**src/rtl/instr_fetch.sv**
```systemverilog
// Instruction fetch: reads 16-bit words over req/ack, assembles one- or two-word instructions
// and hands them to decode with a valid/ready handshake; handles redirects and HLT.
module instr_fetch #(
   parameter int unsigned     PC_W      = 32,
   parameter logic [PC_W-1:0] RESET_VEC = '0
) (
   input  logic            clk,
   input  logic            rst,
   output logic            mem_req,
   output logic [PC_W-1:0] mem_addr,
   input  logic            mem_ack,
   input  logic [15:0]     mem_rdata,
   output logic            out_valid,
   input  logic            out_ready,
   output logic [6:0]      out_opcode,
   output logic [15:0]     out_instr,
   output logic [15:0]     out_imm,
   output logic [PC_W-1:0] out_pc,
   input  logic            redirect,
   input  logic [PC_W-1:0] redirect_pc,
   output logic            halted
);

   typedef enum logic [1:0] {StFetch0, StFetch1, StIssue, StHalt} state_t;

   state_t          r_state, w_state_d;
   logic [PC_W-1:0] r_pc, w_pc_d;
   logic [15:0]     r_word0, w_word0_d;
   logic [15:0]     r_imm, w_imm_d;
   logic [PC_W-1:0] r_out_pc, w_out_pc_d;
   logic            r_out_valid, w_out_valid_d;
   logic            r_halted, w_halted_d;
   logic            r_kill, w_kill_d;
   logic [PC_W-1:0] r_kill_pc, w_kill_pc_d;
   logic            w_mem_req;
   logic [6:0]      w_rd_opc;
   logic            w_two_word;
   logic            w_is_hlt;

   assign w_rd_opc   = mem_rdata[15:9];
   assign w_two_word = (w_rd_opc == 7'b0101000) || (w_rd_opc[6:3] == 4'b0111) ||
                       (w_rd_opc[6:3] == 4'b1010) || (w_rd_opc[6:3] == 4'b1011);
   assign w_is_hlt   = (r_word0[15:11] == 5'b00001);

   always_ff @(posedge clk) begin
      if (rst) begin
         r_state     <= StFetch0;
         r_pc        <= RESET_VEC;
         r_word0     <= '0;
         r_imm       <= '0;
         r_out_pc    <= '0;
         r_out_valid <= 1'b0;
         r_halted    <= 1'b0;
         r_kill      <= 1'b0;
         r_kill_pc   <= '0;
      end else begin
         r_state     <= w_state_d;
         r_pc        <= w_pc_d;
         r_word0     <= w_word0_d;
         r_imm       <= w_imm_d;
         r_out_pc    <= w_out_pc_d;
         r_out_valid <= w_out_valid_d;
         r_halted    <= w_halted_d;
         r_kill      <= w_kill_d;
         r_kill_pc   <= w_kill_pc_d;
      end
   end

   always_comb begin
      w_state_d     = r_state;
      w_pc_d        = r_pc;
      w_word0_d     = r_word0;
      w_imm_d       = r_imm;
      w_out_pc_d    = r_out_pc;
      w_out_valid_d = r_out_valid;
      w_halted_d    = r_halted;
      w_kill_d      = r_kill;
      w_kill_pc_d   = r_kill_pc;
      w_mem_req     = 1'b0;
      unique case (r_state)
         StFetch0, StFetch1: begin
            w_mem_req = 1'b1;
            if (mem_ack) begin
               if (redirect || r_kill) begin
                  // Flushed request: drop the data, the newest redirect target wins
                  w_kill_d  = 1'b0;
                  w_pc_d    = redirect ? redirect_pc : r_kill_pc;
                  w_state_d = StFetch0;
               end else if (r_state == StFetch0) begin
                  w_word0_d  = mem_rdata;
                  w_out_pc_d = r_pc;
                  w_pc_d     = r_pc + PC_W'(1);
                  if (w_two_word) begin
                     w_state_d = StFetch1;
                  end else begin
                     w_imm_d       = '0;
                     w_out_valid_d = 1'b1;
                     w_state_d     = StIssue;
                  end
               end else begin
                  w_imm_d       = mem_rdata;
                  w_pc_d        = r_pc + PC_W'(1);
                  w_out_valid_d = 1'b1;
                  w_state_d     = StIssue;
               end
            end else if (redirect) begin
               // Request in flight cannot be withdrawn; remember where to go once it returns
               w_kill_d    = 1'b1;
               w_kill_pc_d = redirect_pc;
            end
         end
         StIssue: begin
            if (redirect) begin
               w_out_valid_d = 1'b0;
               w_halted_d    = 1'b0;
               w_pc_d        = redirect_pc;
               w_state_d     = StFetch0;
            end else if (out_ready) begin
               w_out_valid_d = 1'b0;
               if (w_is_hlt) begin
                  w_halted_d = 1'b1;
                  w_state_d  = StHalt;
               end else begin
                  w_state_d = StFetch0;
               end
            end
         end
         StHalt: begin
            if (redirect) begin
               w_out_valid_d = 1'b0;
               w_halted_d    = 1'b0;
               w_pc_d        = redirect_pc;
               w_state_d     = StFetch0;
            end
         end
         default: w_state_d = StFetch0;
      endcase
   end

   assign mem_req    = w_mem_req & ~rst;
   assign mem_addr   = r_pc;
   assign out_valid  = r_out_valid;
   assign out_opcode = r_word0[15:9];
   assign out_instr  = r_word0;
   assign out_imm    = r_imm;
   assign out_pc     = r_out_pc;
   assign halted     = r_halted;

endmodule

```
**config.mk**
```make
export PLATFORM = sky130hd
export DESIGN_NAME = instr_fetch
export DESIGN_NICKNAME = d
export VERILOG_FILES = /design/src/rtl/instr_fetch.sv
export SDC_FILE = /design/constraint.sdc
export NUM_CORES = 1
export LEC_CHECK = 0
export ABC_AREA = 1
export CAP_MARGIN = 20
export CORE_ASPECT_RATIO = 1.4
export CORE_MARGIN = 2
export CORE_UTILIZATION = 25
export DETAILED_ROUTE_END_ITERATION = 10
export PLACE_DENSITY = 0.53
export SKIP_CTS_REPAIR_TIMING = 1
export SLEW_MARGIN = 25
export SYNTH_ARGS = -nofsm -noshare
export SYNTH_HDL_FRONTEND = slang
export SYNTH_SLANG_ARGS = --single-unit
```
**constraint.sdc**
```tcl
create_clock -name clk -period 1.4 [get_ports clk]
set_input_delay 0.21 -clock clk [delete_from_list [all_inputs] [get_ports clk]]
set_output_delay 0.21 -clock clk [all_outputs]
set_load 0.01 [all_outputs]
```
==> results.ini <==
[floorplan]
coreArea_mm2=0.0260
fp.dieH_um=196
ioPinCount=159
dieArea_mm2=0.0277
row_count=70
initial_core_util=0.254
die_w_um=141

[cells_and_area]
finalInstanceArea_mm2=0.0119
area_growth_pct=80.8
finalNonFillerCells=1575
post-route-util=0.458
fin_nets=1297
layout_common_cells=buf_4 (141), nand2_1 (137), dfxtp_1 (105)
drive_above_1_share=0.351
num_antenna_cells=0
layout_commonest_cell=buf_4

[power_and_ir_drop]
peakVddDrop_uv=872
combPwrFrac=0.270
clkPwrFrac=0.357
cellInternalPower_uw=8070
switching_share=0.298
seqPwrFrac=0.374
switching_power_uw=3420
p_leak_uw=0.00630
p_per_area_mw_per_mm2=964

[detailed_routing]
avgViaCountPerCell=4.79
wl_per_cell_um=17.2
ant_nets=0
totalWireLength_um=27100
vias=7537
drc=0
drtIter0Drc=383
drt_pre_antenna_iters=4

[place]
io_buffers=158
routabilityCongestion=0.887
hpwl_um=18100
detailedPlace.worstSlack_ns=-0.445
dp_cells=1507
postPlaceCellArea_mm2=0.00961

[timing]
timing.final.crit_period_ns=1.66
drv_slew=0
skew_ns=0.00889
report.final.setup_viol=70
fmax_ghz=0.602
finalWorstSetupSlack_ns=-0.262
rsz0062_at_grt=true
tightest_slew_ns=0.481
maxSlewHeadroom=0.676
finalCritPeriodShare=1.19
finalHoldViolCount=0

[worst_setup_path]
path_class=flip-flop to output port
worstPathMaxFanout=8
critPathLaunchType=flip-flop
critPathArrivalTime_ns=1.45
crit_family=buffers and inverters
r2r_start=mem_addr[0]
worst-path-buf-inv=3
critPathRequiredTime_ns=1.19
max_stage_delay_ns=0.34
cp_cell_sequence=buf_6, buf_4, nor2_2, clkbuf_2
cp_slowest_cell=dfxtp_2
cp-startpoint=r_state[1]
end_kind=output port

[synthesis]
avgSynthCellArea_um2=7.12
synthesis.nets=981
synth_ff_type=dfxtp_1
synth_seq_cells=133
ys_warn_count=0
async_flop_share=0
synth_cells=927
yosysSeqAreaShare=0.404
synth_edf_count=0
synth_area_mm2=0.00660
synth_cell_type_count=42

[cts]
clockBufferDepth=2
cts_tree=yes
numCtsBuffers=17
cts.sinks=133
clockRootBuffer=clkbuf_16
clk_pin_slew_ns=0.06
clk-insertion-delay-late_ns=0.43
htree_levels=4

[run]
cap_violations=0

[status]
violations=negative setup slack
status=finished, violations left

[global_route]
antenna_found_initial=0
overflow=0
grt_pass1_vias=6669
track_usage=0.169
grt_pass1_wl_um=36700
grt_max_degree=52

[min_path]
hold_path_class=primary input to flip-flop
worstHoldStart=redirect

-- tightest hold or removal path, cell delays in order --
cell	delay (ns)
buf_2	0.18
a21oi_1	0.16
nor3_1	0.05
-- kinds of logic (layout without fill, tap and decap cells) --
kind of cell / count (synthesis) / count (layout) / share of synthesized area
AND/OR/NAND/NOR: 293 / 293 / 0.208
buffers and inverters: 172 / 496 / 0.107
AO/OA/AOI/OAI: 307 / 307 / 0.250
multiplexers: 7 / 7 / 0.0106
XOR/XNOR: 14 / 14 / 0.0186
flip-flops: 133 / 133 / 0.404
adder cells (fa/ha/maj): 1 / 1 / 0.00190
-- power groups by stage --
stage / clock [uW] / combinational, uW / sequential [uW]
2_1_floorplan: 0 / 939 / 4460
3_3_place_gp: 0 / 2430 / 4360
3_5_place_dp: 0 / 2450 / 4360
4_1_cts: 4170 / 2460 / 4280
5_1_grt: 4330 / 3330 / 4320
6_report: 4100 / 3100 / 4290
-- cells in the mapped netlist, types with 9 or more instances --
| cell type | count | area (um2) |
|---|---|---|
| buf_4 | 9 | 67.6 |
| a21boi_0 | 11 | 82.6 |
| buf_2 | 23 | 115 |
| nand3b_1 | 19 | 143 |
| o21ai_0 | 119 | 596 |
| nor2_1 | 53 | 199 |
| inv_1 | 105 | 394 |
| clkbuf_1 | 27 | 101 |
| a21oi_1 | 139 | 696 |
| nand3_1 | 30 | 150 |
| a22oi_1 | 9 | 67.6 |
| nand2_1 | 152 | 571 |
| dfxtp_1 | 133 | 2660 |
-- sequential cells by signal (all words and copies together) (netlist names) --
name	cells
out_instr	16
out_imm	16
out_pc	32
out_valid	1
r_state	2
mem_addr	32
r_kill	1
halted	1
r_kill_pc	32
-- worst paths after layout --
check	slack [ns]	end	cells past startpoint
setup / recovery	-0.26	mem_req	4
hold / removal	0.22	r_kill	3
hold reg to reg	0.44	out_instr[5]	2
setup reg to reg	-0.16	mem_addr[10]	9
-- cell type report --
class | count | area [um2]
Sequential cell | 133 | 2710
Clock buffer | 22 | 494
Timing Repair Buffer | 358 | 3840
Inverter | 111 | 439
Tap cell | 324 | 405
Multi-Input combinational cell | 622 | 4010
Fill cell | 2531 | 14100
Clock inverter | 5 | 27.5
-- routing by layer --
layer	routed length, um	GRT usage	vias to the layer above
li1	-	-	3724
met1	11600	0.218	3585
met2	13800	0.285	192
met3	915	0.0268	36
met4	775	0.0615	0
met5	0	0	-
-- per-stage QoR --
stage | power, uW | TNS [ns] | hold slack, ns
floorplan | 5400 | -0.0309 | 0.369
global placement | 6790 | -35.88 | 0.430
detailed placement | 6810 | -36.90 | 0.435
CTS | 10900 | -34.39 | 0.200
global route | 12000 | -10.73 | 0.255
finish | 11500 | -4.44 | 0.216
No activity file was read; power rests on OpenSTA's default activity.
